## config.mk

```make
export PLATFORM = sky130hd
export DESIGN_NAME = gmii_clk_en_gen_flat
export DESIGN_NICKNAME = d
export VERILOG_FILES = /design/src/rtl/gmii_clk_en_gen_pkg.sv /design/src/rtl/gmii_clk_en_gen_if.sv /design/src/rtl/gmii_clk_en_gen_ch.sv /design/src/rtl/gmii_clk_en_gen.sv /design/src/flat_wrapper.sv
export SDC_FILE = /design/constraint.sdc
export NUM_CORES = 1
export LEC_CHECK = 0
export BUFFER_PORTS_ARGS = -buffer_cell sky130_fd_sc_hd__buf_4
export CAP_MARGIN = 20
export CORE_ASPECT_RATIO = 1.75
export CORE_MARGIN = 8
export CORE_UTILIZATION = 40
export CTS_CLUSTER_SIZE = 14
export DETAILED_ROUTE_END_ITERATION = 8
export GPL_TIMING_DRIVEN = 0
export SLEW_MARGIN = 0
export SYNTH_ARGS = -nofsm -noshare
export SYNTH_HDL_FRONTEND = slang
export SYNTH_SLANG_ARGS = --single-unit
```

## constraint.sdc

```tcl
create_clock -name clk_i -period 2.1 [get_ports clk_i]
set_input_delay 0.21 -clock clk_i [delete_from_list [all_inputs] [get_ports clk_i]]
set_output_delay 0.21 -clock clk_i [all_outputs]
set_load 0.02 [all_outputs]
```

## src/rtl/gmii_clk_en_gen_pkg.sv

```systemverilog
// ---------------------------------------------------------------------------
// gmii_clk_pkg
//
// Shared types and helpers for the gmii_to_10G clock-enable generator.
//   speed_t     : 2-bit speed code (10M / 100M / 1000M / reserved)
//   speed2div   : maps an active speed code onto its enable period
//   max3        : largest of three divisors
//   cntWidth    : counter width able to hold (largest divisor - 1)
// ---------------------------------------------------------------------------
package gmii_clk_pkg;

  typedef enum logic [1:0] {
    SPEED_10M   = 2'b00,
    SPEED_100M  = 2'b01,
    SPEED_1000M = 2'b10,
    SPEED_RSVD  = 2'b11
  } speed_t;

  // The reserved code can never become the active speed, so its result is
  // irrelevant; the slowest period is returned as a safe fallback.
  function automatic int unsigned speed2div(input speed_t      speed,
                                            input int unsigned d10,
                                            input int unsigned d100,
                                            input int unsigned d1000);
    int unsigned div;
    case (speed)
      SPEED_10M:   div = d10;
      SPEED_100M:  div = d100;
      SPEED_1000M: div = d1000;
      default:     div = d10;
    endcase
    return div;
  endfunction

  function automatic int unsigned max3(input int unsigned a,
                                       input int unsigned b,
                                       input int unsigned c);
    int unsigned m;
    m = a;
    if (b > m) m = b;
    if (c > m) m = c;
    return m;
  endfunction

  // At least one bit, even when every divisor is 1.
  function automatic int unsigned cntWidth(input int unsigned d10,
                                           input int unsigned d100,
                                           input int unsigned d1000);
    int unsigned w;
    w = $clog2(max3(d10, d100, d1000));
    if (w < 1) w = 1;
    return w;
  endfunction

endpackage

```

## src/rtl/gmii_clk_en_gen_if.sv

```systemverilog
// ---------------------------------------------------------------------------
// gmii_clk_en_gen_if
//
// Bundles the per-channel request and status signals of the clock-enable
// generator. The MAC side uses the master modport, the generator the slave.
//   speed_sel_i  : requested speed per channel (2 bits each)
//   ch_en_i      : per-channel run enable
//   sync_i       : one-cycle pulse re-phasing every channel
//   clk_en_o     : per-channel data-qualifying enable pulse
//   speed_o      : active speed per channel
//   speed_chg_o  : one-cycle pulse when a channel's active speed changes
// ---------------------------------------------------------------------------
interface gmii_clk_en_gen_if #(
  parameter int NUM_CH = 2
);

  logic [NUM_CH-1:0][1:0] speed_sel_i;
  logic [NUM_CH-1:0]      ch_en_i;
  logic                   sync_i;
  logic [NUM_CH-1:0]      clk_en_o;
  logic [NUM_CH-1:0][1:0] speed_o;
  logic [NUM_CH-1:0]      speed_chg_o;

  modport master (
    output speed_sel_i,
    output ch_en_i,
    output sync_i,
    input  clk_en_o,
    input  speed_o,
    input  speed_chg_o
  );

  modport slave (
    input  speed_sel_i,
    input  ch_en_i,
    input  sync_i,
    output clk_en_o,
    output speed_o,
    output speed_chg_o
  );

endinterface

```

## src/rtl/gmii_clk_en_gen_ch.sv

```systemverilog
// ---------------------------------------------------------------------------
// gmii_clk_en_ch
//
// One channel of the clock-enable generator: period counter, active speed
// register and registered outputs.
//   clk_i        : system clock
//   rst_i        : synchronous active-high reset
//   speed_sel_i  : requested speed code
//   ch_en_i      : channel run enable
//   sync_i       : restart the period
//   clk_en_o     : enable pulse, high on the edge that ends a period
//   speed_o      : active speed code
//   speed_chg_o  : one-cycle pulse when speed_o changes
// ---------------------------------------------------------------------------
module gmii_clk_en_ch
  import gmii_clk_pkg::*;
#(
  parameter int unsigned DIV_1000M = 1,
  parameter int unsigned DIV_100M  = 10,
  parameter int unsigned DIV_10M   = 100,
  parameter logic [1:0]  RST_SPEED = 2'b10,
  parameter int unsigned CNT_W     = cntWidth(DIV_10M, DIV_100M, DIV_1000M)
) (
  input  logic       clk_i,
  input  logic       rst_i,
  input  logic [1:0] speed_sel_i,
  input  logic       ch_en_i,
  input  logic       sync_i,
  output logic       clk_en_o,
  output logic [1:0] speed_o,
  output logic       speed_chg_o
);

  logic [CNT_W-1:0] r_cnt;
  speed_t           r_speed;
  logic             r_clkEn;
  logic             r_speedChg;

  logic [CNT_W-1:0] w_termCnt;
  speed_t           w_reqSpeed;
  logic             w_applySpeed;

  // The divisor follows the active speed, never the raw request, so a request
  // arriving mid-period cannot shorten or stretch the running period. The
  // subtraction is done at 32 bits before narrowing, as a power-of-two divisor
  // itself would not fit in CNT_W.
  always_comb begin
    w_termCnt    = CNT_W'(speed2div(r_speed, DIV_10M, DIV_100M, DIV_1000M) - 32'd1);
    w_reqSpeed   = speed_t'(speed_sel_i);
    w_applySpeed = (w_reqSpeed != r_speed) && (w_reqSpeed != SPEED_RSVD);
  end

  // Priority: reset, channel disable, sync, terminal count, count. The speed
  // register is only ever updated on a period boundary (sync or terminal), so
  // the new divisor governs exactly the period starting on that edge.
  always_ff @(posedge clk_i) begin
    if (rst_i) begin
      r_cnt      <= '0;
      r_clkEn    <= 1'b0;
      r_speed    <= speed_t'(RST_SPEED);
      r_speedChg <= 1'b0;
    end else if (!ch_en_i) begin
      r_cnt      <= '0;
      r_clkEn    <= 1'b0;
      r_speedChg <= 1'b0;
    end else if (sync_i || (r_cnt == w_termCnt)) begin
      r_cnt      <= '0;
      // A sync coincident with the terminal count suppresses the pulse.
      r_clkEn    <= !sync_i;
      r_speedChg <= w_applySpeed;
      if (w_applySpeed) begin
        r_speed <= w_reqSpeed;
      end
    end else begin
      r_cnt      <= r_cnt + 1'b1;
      r_clkEn    <= 1'b0;
      r_speedChg <= 1'b0;
    end
  end

  assign clk_en_o    = r_clkEn;
  assign speed_o     = r_speed;
  assign speed_chg_o = r_speedChg;

endmodule

```

## src/rtl/gmii_clk_en_gen.sv

```systemverilog
// ---------------------------------------------------------------------------
// gmii_clk_en_gen
//
// Multi-channel clock-enable generator for the gmii_to_10G path. Each channel
// produces its own enable pulse stream at 10/100/1000M rates from the single
// system clock; sync_i re-phases every channel together.
//   clk_i  : system clock, all logic on its rising edge
//   rst_i  : synchronous active-high reset
//   bus    : slave side of gmii_clk_en_gen_if (requests in, enables/status out)
// ---------------------------------------------------------------------------
module gmii_clk_en_gen
  import gmii_clk_pkg::*;
#(
  parameter int          NUM_CH    = 2,
  parameter int unsigned DIV_1000M = 1,
  parameter int unsigned DIV_100M  = 10,
  parameter int unsigned DIV_10M   = 100,
  parameter logic [1:0]  RST_SPEED = 2'b10
) (
  input logic               clk_i,
  input logic               rst_i,
  gmii_clk_en_gen_if.slave  bus
);

  localparam int unsigned CNT_W = cntWidth(DIV_10M, DIV_100M, DIV_1000M);

  // Channels share nothing but clock, reset and the sync pulse.
  for (genvar g = 0; g < NUM_CH; g++) begin : g_ch
    gmii_clk_en_ch #(
      .DIV_1000M (DIV_1000M),
      .DIV_100M  (DIV_100M),
      .DIV_10M   (DIV_10M),
      .RST_SPEED (RST_SPEED),
      .CNT_W     (CNT_W)
    ) u_ch (
      .clk_i       (clk_i),
      .rst_i       (rst_i),
      .speed_sel_i (bus.speed_sel_i[g]),
      .ch_en_i     (bus.ch_en_i[g]),
      .sync_i      (bus.sync_i),
      .clk_en_o    (bus.clk_en_o[g]),
      .speed_o     (bus.speed_o[g]),
      .speed_chg_o (bus.speed_chg_o[g])
    );
  end

endmodule

```

## src/flat_wrapper.sv

```systemverilog
// flat-port wrapper written by rule: the top's interface ports become plain ports
module gmii_clk_en_gen_flat import gmii_clk_pkg::*;
#(
  parameter int          NUM_CH    = 2,
  parameter int unsigned DIV_1000M = 1,
  parameter int unsigned DIV_100M  = 10,
  parameter int unsigned DIV_10M   = 100,
  parameter logic [1:0]  RST_SPEED = 2'b10
)
  (clk_i, rst_i, bus_speed_sel_i, bus_ch_en_i, bus_sync_i, bus_clk_en_o, bus_speed_o, bus_speed_chg_o);
  gmii_clk_en_gen_if #(.NUM_CH(NUM_CH)) bus_i ();
  input logic clk_i;
  input logic rst_i;
  input wire logic [$bits(bus_i.speed_sel_i)-1:0] bus_speed_sel_i;
  input wire logic [$bits(bus_i.ch_en_i)-1:0] bus_ch_en_i;
  input wire logic [$bits(bus_i.sync_i)-1:0] bus_sync_i;
  output wire logic [$bits(bus_i.clk_en_o)-1:0] bus_clk_en_o;
  output wire logic [$bits(bus_i.speed_o)-1:0] bus_speed_o;
  output wire logic [$bits(bus_i.speed_chg_o)-1:0] bus_speed_chg_o;
  assign bus_i.speed_sel_i = bus_speed_sel_i;
  assign bus_i.ch_en_i = bus_ch_en_i;
  assign bus_i.sync_i = bus_sync_i;
  assign bus_clk_en_o = bus_i.clk_en_o;
  assign bus_speed_o = bus_i.speed_o;
  assign bus_speed_chg_o = bus_i.speed_chg_o;
  gmii_clk_en_gen #(.NUM_CH(NUM_CH), .DIV_1000M(DIV_1000M), .DIV_100M(DIV_100M), .DIV_10M(DIV_10M), .RST_SPEED(RST_SPEED)) u_core (.clk_i(clk_i), .rst_i(rst_i), .bus(bus_i));
endmodule
```

==> reports/results.txt, run 1 <==
Outcome: finished clean
Critical path startpoint: u_core.g_ch[0].u_ch.speed_o[0]
Crit. End Element: flop
Row count: 24
Net count after synthesis: 132
Grt total ovfl: 0
Yosys synthesis warning count: 0
Max Clk Rate: 0.513 GHz
Largest net degree at the start of global routing: 13
Critical path data arrival time: 2.14 ns
Post-synthesis instance total: 117
Post-Place Cells: 159
Io pins: 17
VDD IR max: 0.000351 V
PwrDens: 691 mW/mm^2
Dominant synthesized flop cell: dfxtp_1
Fin util: 0.511
Slew Viols, Final: 0
Worst R2R Start: u_core.g_ch[0].u_ch.speed_o[0]
IO buf count: 16
Clock transition at path regs: 0.08 ns
Max FO, Critical Path: 5
Layout cells sized above 1: 0.223
Final ANT Viol Nets: 0
Slew @ Worst Pin: 0.453 ns
Seq/Total Area, Yosys: 0.415
WL final: 2050 um
Vert. Die Dim: 84.1 um
Post-synth EDFFs: 0
Cell breakdown of the critical path: inv_1, ha_1, nor4_2, a31oi_1, nor4_2, o211a_1, mux2i_1
Clock Tree Buf Depth: 2
Ys async rst share: 0
Starting Density: 0.421
Worst Hold Depth: 2
Min-Delay Startpoint: bus_sync_i
Post-synthesis cell type count: 28
Crit path time final: 1.95 ns
Critical path's most frequent cell: nor4_2
DR vias: 837
FF+latch count, synth: 22
First-pass GRT wire length: 3510 um
Initial antenna violation count: 0
Slew margin rel.: 0.695
Vias/cell: 5.07
Final #Nets: 155
Layout area overhead: 21.6%
Synth Cell Area: 0.00106 mm^2
# DRC: 0
Final critical-path share of the clock period: 0.928
H-tree depth: 1
Routability cong.: 0.779
CTS root buf: clkbuf_8
Latest clock arrival within the worst-skew pair: 0.26 ns
Chip width: 54.9 um
Core area: 0.00252 mm^2
Worst path max stage delay: 0.41 ns
Crit path max-delay cell type: dfxtp_1
FF-to-FF setup slack: 0.15 ns
Initial DRC count: 4
TritonCTS clock tree: yes
First-pass DRT Iterations: 4
Clock Sinks: 22
Worst endpoint required time: 2.29 ns
Worst min-delay path class: input port to flop
Min Hold Slack: 0.148 ns
Synth area leaders: dfxtp_1 (42%), nor2_1 (7.8%), ha_1 (7.1%)
N_diodes: 0
CP Class: flop to flop
Final Instance Area: 0.00129 mm^2
Setup-failing EPs final: 0
WL per Instance: 12.4 um
TNS Setup: 0 ns
Vias in the first global route: 878
TritonCTS Buffers: 3
DP HPWL: 1610 um
Total GRT Usage: 0.0954
Top cell type by total area after synthesis: dfxtp_1
Element type at the critical path start: flop
Avg Cell Area, Syn: 9.07 um^2
Max-cap violations: 0
Final Skew: 0.00268 ns
Reg2Reg Depth: 7
Cell area after placement: 0.00121 mm^2
Final Hold Fails: 0
Synth top area share: 0.415
Post-synth top cells: dfxtp_1 (22), nor2_1 (22), inv_1 (8), xnor2_1 (8)
Non-filler cells, final: 165
Die Area: 0.00462 mm^2
Post-CTS Hold Fix Bufs: 0
Static leakage power: 0.564 nW
## per-stage QoR
stage                     power (mW)  setup WS (ns)
after floorplan                0.550          0.122
after global placement         0.596         0.0592
after detailed placement       0.599         0.0442
after CTS                      0.897         0.0413
after global routing           0.935       -0.00591
final                          0.891          0.152
## layout by cell type (no fill, tap or decap), types with 2 or more instances in the layout
cell	n
a21oi_1	4
and3_1	3
buf_4	22
clkbuf_8	4
dfxtp_1	22
ha_1	6
inv_1	8
mux2i_1	4
nand2_1	4
nand2b_1	4
nand3_1	4
nor2_1	22
nor4_1	3
nor4_2	2
xnor2_1	8
xor2_1	6
## logic make-up after synthesis
kind of cell    after synthesis  share of synthesized area
buf+inv                      13                     0.0601
fa+ha+maj                     6                     0.0708
flops                        22                      0.415
mux                           4                     0.0377
simple gates                 48                      0.239
compound gates               10                     0.0613
xor+xnor                     14                      0.116
## flip-flops by register name, summed over array words and instances (netlist names)
| signal | flops |
|---|---|
| u_core.g_ch.u_ch.r_cnt | 14 |
| u_core.g_ch.u_ch.speed_o | 4 |
| u_core.g_ch.u_ch.clk_en_o | 2 |
| u_core.g_ch.u_ch.speed_chg_o | 2 |
## critical path: cells and delay by family (launching register included)
| kind | cells | cell delay, ns |
|---|---|---|
| buf+inv | 1 | 0.09 |
| flops | 1 | 0.41 |
| compound gates | 2 | 0.34 |
| mux | 1 | 0.20 |
| simple gates | 2 | 0.51 |
| fa+ha+maj | 1 | 0.34 |
## area by class of cell
cell class	instances	area (um^2)
Sequential cell	22	440
Clock buffer	4	55.1
Inverter	8	30.0
Tap cell	26	32.5
Fill cell	256	1230
Timing Repair Buffer	18	135
Multi-Input combinational cell	82	563
Buffer	5	33.8
## report_power, final
part / internal [mW] / switching, mW
Combinational: 0.0744 / 0.0778
Clock: 0.167 / 0.131
Sequential: 0.429 / 0.0110
Total: 0.671 / 0.220
## worst paths after layout
check                                   endpoint
setup / recovery  u_core.g_ch[0].u_ch.speed_o[0]
hold / removal      u_core.g_ch[1].u_ch.clk_en_o
setup reg to reg  u_core.g_ch[0].u_ch.speed_o[0]
hold reg to reg     u_core.g_ch[0].u_ch.r_cnt[0]
## routing by layer
layer	GRT usage	part of all wire	vias to the layer above
met5	0	0	-
met4	0.0418	0.020	0
met3	0.0283	0.055	5
met2	0.169	0.52	15
met1	0.0942	0.40	387
li1	-	-	430
## timing repair
action | 4_1_cts | 5_1_grt
gates resized for setup | 0 | 1
buffers inserted | 0 | 2
setup endpoints to repair | 0 | 10
Note: power is estimated with default switching activity, not from simulation.
==> run 2: changes to the inputs <==
--- a/config.mk
+++ b/config.mk
@@ -7,12 +7,13 @@
 export LEC_CHECK = 0
 export BUFFER_PORTS_ARGS = -buffer_cell sky130_fd_sc_hd__buf_4
 export CAP_MARGIN = 20
-export CORE_ASPECT_RATIO = 1.75
 export CORE_MARGIN = 8
-export CORE_UTILIZATION = 40
+export CORE_UTILIZATION = 47
 export CTS_CLUSTER_SIZE = 14
 export DETAILED_ROUTE_END_ITERATION = 8
 export GPL_TIMING_DRIVEN = 0
+export PLACE_DENSITY = 0.68
+export SETUP_SLACK_MARGIN = 0.02
 export SLEW_MARGIN = 0
 export SYNTH_ARGS = -nofsm -noshare
 export SYNTH_HDL_FRONTEND = slang
==> reports/results.txt, run 2 (synthesis gave the netlist of run 1 again) <==
Outcome: finished clean
Post-CTS Setup Bufs: 0
Die Area: 0.00403 mm^2
Worst endpoint required time: 2.35 ns
Largest net degree at the start of global routing: 14
Initial antenna violation count: 0
Slew @ Worst Pin: 0.424 ns
Commonest cells after routing, fill and taps aside: nor2_1 (22), buf_4 (20), dfxtp_1 (20)
# fillers: 210
Slew Viols, Final: 0
N_diodes: 0
Largest delay share family, worst path: simple AND/OR/NAND/NOR gates
Cell breakdown of the critical path: inv_1, ha_1, nor4_1, a31oi_1, nor4_2, o211a_1, mux2i_1
IO buf count: 16
Final ANT Viol Nets: 0
Top reg by flops: u_core.g_ch.u_ch.r_cnt
Final critical-path share of the clock period: 0.908
DP HPWL: 1530 um
Critical path data arrival time: 2.15 ns
Non-filler cells, final: 165
Slew margin rel.: 0.715
Crit path time final: 1.91 ns
Row count: 17
Final Skew: 0.00160 ns
FF-to-FF setup slack: 0.19 ns
Clock Sinks: 22
Layout area overhead: 19.8%
Post-Place Cells: 161
Crit path buffers/inverters: 1
Crit path max-delay cell type: dfxtp_2
WL per Instance: 11.8 um
CTS root buf: clkbuf_4
TNS Setup: 0 ns
Vias in the first global route: 830
Static leakage power: 0.554 nW
Worst min-delay path class: input port to flop
Grt total ovfl: 0
Core area: 0.00217 mm^2
DR vias: 832
Setup-failing EPs final: 0
Max FO, Critical Path: 5
Final Hold Fails: 0
First-pass DRT Iterations: 4
Unrepaired setup endpoints after global routing: no
VDD IR max: 0.000412 V
Most common cell after layout, fill and taps aside: nor2_1
Worst path max stage delay: 0.39 ns
Final #Nets: 153
WL final: 1950 um
CP Class: flop to flop
Max reg flops: 14
Element type at the critical path start: flop
Crit. End Element: flop
TritonCTS clock tree: yes
Max Clk Rate: 0.524 GHz
First-pass GRT wire length: 3520 um
Vias/cell: 5.04
Initial DRC count: 19
Layout cells sized above 1: 0.219
Vert. Die Dim: 63.5 um
Latest clock arrival within the worst-skew pair: 0.31 ns
Starting Density: 0.489
Clock Tree Buf Depth: 2
PwrDens: 721 mW/mm^2
# DRC: 0
Clock transition at path regs: 0.12 ns
H-tree depth: 1
Io pins: 17
TritonCTS Buffers: 3
Chip width: 63.5 um
Routability cong.: 0.778
Max-cap violations: 0
Total GRT Usage: 0.106
[run 2: cell types whose count changed in the layout (fill, tap and decap cells not counted)]
cell | previous run | this run
bufinv_16 | 0 | 1
nor4_1 | 3 | 4
dfxtp_2 | 0 | 2
buf_4 | 22 | 20
nor4_2 | 2 | 1
dfxtp_1 | 22 | 20
clkbuf_4 | 0 | 3
clkbuf_8 | 4 | 0
[run 2: worst paths after layout]
kind	start	endpoint	cells after the start
max	u_core.g_ch[0].u_ch.speed_o[0]	u_core.g_ch[0].u_ch.speed_o[0]	7
min	bus_sync_i	u_core.g_ch[1].u_ch.clk_en_o	2
min reg2reg	u_core.g_ch[1].u_ch.r_cnt[0]	u_core.g_ch[1].u_ch.r_cnt[0]	1
max reg2reg	u_core.g_ch[0].u_ch.speed_o[0]	u_core.g_ch[0].u_ch.speed_o[0]	7
[run 2: timing repair]
action | 4_1_cts | 5_1_grt
pin swaps | 1 | 2
resized for setup | 1 | 1
hold endpoints to repair | 0 | 0
hold buffers | 0 | 0
setup endpoints to repair | 1 | 12
[run 2: stage by stage]
stage / power, mW / setup slack, ns / util / hold WS [ns] / instance area (um^2)
after floorplan: 0.550 / 0.122 / - / 0.289 / 1060
after global placement: 0.593 / 0.114 / 0.561 / 0.422 / 1220
after detailed placement: 0.599 / 0.0399 / 0.561 / 0.425 / 1220
after CTS: 0.929 / 0.0455 / 0.585 / 0.0707 / 1270
after global routing: 0.960 / 0.0524 / 0.586 / 0.0629 / 1270
final: 0.916 / 0.193 / 0.586 / 0.0864 / 1270
[run 2: cell type report]
class                           count  area, um^2  share of cell area
Buffer                              5        33.8              0.0266
Clock inverter                      1        30.0              0.0236
Timing Repair Buffer               16         120              0.0945
Multi-Input combinational cell     82         557               0.438
Sequential cell                    22         443               0.348
Clock buffer                        3        22.5              0.0177
Inverter                            8        30.0              0.0236
Tap cell                           28        35.0              0.0276
[run 2: layer usage]
layer	GRT usage	wire length, um
met1	0.118	953
met2	0.172	872
met3	0.0318	71
met4	0.0696	53
met5	0	0
[run 2: worst register-to-register path, stage by stage (launching register included)]
cell and delay, ns:
dfxtp_2 0.39, inv_1 0.07, ha_1 0.32, nor4_1 0.30, a31oi_1 0.08, nor4_2 0.23, o211a_1 0.25, mux2i_1 0.20
[run 2: power by group]
part	internal, mW	switching, mW
clock	0.193	0.135
combinational	0.0704	0.0764
sequential	0.430	0.0111
total	0.694	0.222
==> run 3: changes to the inputs <==
--- a/config.mk
+++ b/config.mk
@@ -7,6 +7,7 @@
 export LEC_CHECK = 0
 export BUFFER_PORTS_ARGS = -buffer_cell sky130_fd_sc_hd__buf_4
 export CAP_MARGIN = 20
+export CORE_ASPECT_RATIO = 1.75
 export CORE_MARGIN = 8
 export CORE_UTILIZATION = 47
 export CTS_CLUSTER_SIZE = 14
@@ -17,4 +18,5 @@
 export SLEW_MARGIN = 0
 export SYNTH_ARGS = -nofsm -noshare
 export SYNTH_HDL_FRONTEND = slang
+export SYNTH_HIERARCHICAL = 1
 export SYNTH_SLANG_ARGS = --single-unit
==> reports/results.txt, run 3 <==
Post-CTS Hold Fix Bufs: 0
Switching power: 0.199 mW
Row count: 23
Register cell area after layout: 442 um^2
Crit path buffers/inverters: 1
Starting Density: 0.482
GRT met2 Usage: 0.192
Min-Delay Startpoint: bus_speed_sel_i[0]
R2R Path End: u_core/g_ch[0].u_ch/speed_o[1]
Worst Hold Depth: 3
Comb power frac: 0.147
Post-synthesis cell type count: 21
First-pass DRT Iterations: 3
Most common cell after layout, fill and taps aside: dfxtp_1
VDD IR max: 0.000429 V
PwrDens: 672 mW/mm^2
Crit path time final: 1.95 ns
Seq/Total Area, Yosys: 0.412
Max Clk Rate: 0.512 GHz
Die Area: 0.00412 mm^2
Crit path max-delay cell type: or4_1
Final critical-path share of the clock period: 0.929
DR vias: 811
Top Usage Layer GRT: met2
Final Hold Fails: 0
Most numerous cell in the Yosys netlist: dfxtp_1
Internal Pwr Total: 0.658 mW
FF+latch count, synth: 22
WL per Instance: 12.2 um
Vias in the first global route: 891
First-pass GRT wire length: 3370 um
Grt total ovfl: 0
FF-to-FF setup slack: 0.15 ns
Initial antenna violation count: 0
Sequential power share: 0.513
TNS Setup: 0 ns
Initial DRC count: 8
Total GRT Usage: 0.101
Critical path data arrival time: 2.14 ns
CP Class: flop to flop
Worst min-delay path class: input port to flop
Worst Hold End: u_core/g_ch[0].u_ch/speed_o[0]
Setup-failing EPs final: 0
Setup WS pre-CTS: 0.161 ns
# fillers: 195
Synth Cell Area: 0.00107 mm^2
Clock Tree Buf Depth: 2
Io pins: 17
Sw Share: 0.233
Post-synth EDFFs: 0
Synth area leaders: dfxtp_1 (41%), ha_1 (7.0%), nor2_2 (7.0%)
Dominant synthesized flop cell: dfxtp_1
Slew @ Worst Pin: 0.190 ns
Post-layout worst setup margin: 0.149 ns
Yosys synthesis warning count: 6
Layout area overhead: 19.4%
Ys async rst share: 0
Max-cap violations: 0
CTS root buf: clkbuf_8
Max reg flops: 14
Clock Power Share: 0.340
Layout cells sized above 1: 0.285
Clock transition at path regs: 0.08 ns
DP HPWL: 1560 um
Cell breakdown of the critical path: inv_1, ha_1, xnor2_1, or4_1, a21oi_2, o211a_1, mux2i_1
Top cell type by total area after synthesis: dfxtp_1
N_diodes: 0
Met1 Use GR: 0.0983
Slew Viols, Final: 0
Final Skew: 0.00387 ns
TritonCTS clock tree: yes
Core area: 0.00222 mm^2
# DRC: 0
Final ANT Viol Nets: 0
Top reg by flops: u_core/g_ch.u_ch/r_cnt
Worst R2R Start: u_core/g_ch[0].u_ch/speed_o[0]
WL final: 1900 um
Avg Cell Area, Syn: 9.71 um^2
Commonest cells after routing, fill and taps aside: dfxtp_1 (21), buf_4 (16), nor2_2 (12)
Net count after synthesis: 125
Unrepaired setup endpoints after global routing: no
TritonCTS Buffers: 3
Chip width: 52.0 um
Post-synthesis instance total: 110
Area of the multi-input gates: 583 um^2
H-tree depth: 1
Max FO, Critical Path: 5
Synth top area share: 0.412
GR Layer Usage met3: 0.0206
Final #Nets: 146
IO buf count: 16
Largest net degree at the start of global routing: 15
Outcome: finished clean
Vert. Die Dim: 79.1 um
Clock Sinks: 22
Routability cong.: 0.800
Element type at the critical path start: flop
Crit. End Element: flop
Worst endpoint required time: 2.28 ns
Post-synth top cells: dfxtp_1 (22), nor2_2 (12), nor2_1 (10), xnor2_1 (8)
Vias/cell: 5.23
Worst path max stage delay: 0.48 ns
Latest clock arrival within the worst-skew pair: 0.25 ns
Slew margin rel.: 0.873
Largest delay share family, worst path: simple AND/OR/NAND/NOR gates
Post-CTS Setup Bufs: 0
Static leakage power: 0.544 nW
Reg2Reg Depth: 7
==> run 3: worst register-to-register path, cell delays in order, from the launching register on <==
cell and delay (ns):
dfxtp_1 0.41, inv_1 0.09, ha_1 0.21, xnor2_1 0.12, or4_1 0.48, a21oi_2 0.16, o211a_1 0.21, mux2i_1 0.20
==> run 3: routing by layer <==
layer	wire length [um]	vias to the layer above	share of wire
met2	1070	10	0.56
met4	17	0	0.0090
met5	0	-	0
met1	755	388	0.40
met3	59	2	0.031
li1	-	411	-
==> run 3: final cells by class <==
class                           count  share of cell area
Inverter                            6              0.0176
Multi-Input combinational cell     80               0.457
Sequential cell                    22               0.346
Timing Repair Buffer               16              0.0941
Clock buffer                        4              0.0431
Tap cell                           25              0.0245
Buffer                              2              0.0176
==> run 3: repair_timing <==
| action | in CTS | in global routing |
|---|---|---|
| gates resized for setup | 0 | 1 |
| endpoints found under the hold margin | 0 | 0 |
| setup endpoints to repair | 0 | 1 |
==> run 3: through the flow <==
stage	area [um^2]	hold WS, ns	util	std cells	power, mW
after floorplan	1070	0.365	-	110	0.530
after global placement	1220	0.456	0.551	151	0.574
after detailed placement	1220	0.476	0.551	151	0.577
after CTS	1270	0.229	0.575	155	0.871
after global routing	1280	0.237	0.576	155	0.903
final	1280	0.234	0.576	155	0.858
==> run 3: power groups by stage <==
| stage | combinational (mW) | sequential, mW | clock (mW) |
|---|---|---|---|
| floorplan | 0.0697 | 0.460 | 0 |
| global placement | 0.125 | 0.449 | 0 |
| detailed placement | 0.127 | 0.450 | 0 |
| CTS | 0.128 | 0.440 | 0.303 |
| global route | 0.139 | 0.442 | 0.322 |
| finish | 0.126 | 0.440 | 0.291 |
==> run 3: worst max path at each step <==
| stage | slack [ns] | cells after the start | start | end |
|---|---|---|---|---|
| detailed placement | 0.16 | 7 | u_core/g_ch[0].u_ch/speed_o[0] | u_core/g_ch[0].u_ch/speed_o[1] |
| global placement | 0.19 | 7 | u_core/g_ch[0].u_ch/speed_o[0] | u_core/g_ch[0].u_ch/speed_o[1] |
| CTS | 0.14 | 7 | u_core/g_ch[0].u_ch/speed_o[0] | u_core/g_ch[0].u_ch/speed_o[1] |
| floorplan | 0.18 | 7 | u_core/g_ch[0].u_ch/speed_o[0] | u_core/g_ch[0].u_ch/speed_o[0] |
| finish | 0.15 | 7 | u_core/g_ch[0].u_ch/speed_o[0] | u_core/g_ch[0].u_ch/speed_o[1] |
| global route | 0.03 | 7 | u_core/g_ch[0].u_ch/speed_o[0] | u_core/g_ch[0].u_ch/speed_o[0] |
==> run 3: logic make-up (layout without fill, tap and decap cells) <==
kind of cell               count (synthesis)  after routing  share of synthesized area
muxes                                      4              4                     0.0375
and+or+nand+nor                           46             46                      0.258
AOI/OAI and AO/OA                         10             10                     0.0656
xor gates and xnor gates                  14             14                      0.115
adders and majority gates                  6              6                     0.0703
buffers and inverters                      8             28                     0.0422
DFF                                       22             22                      0.412
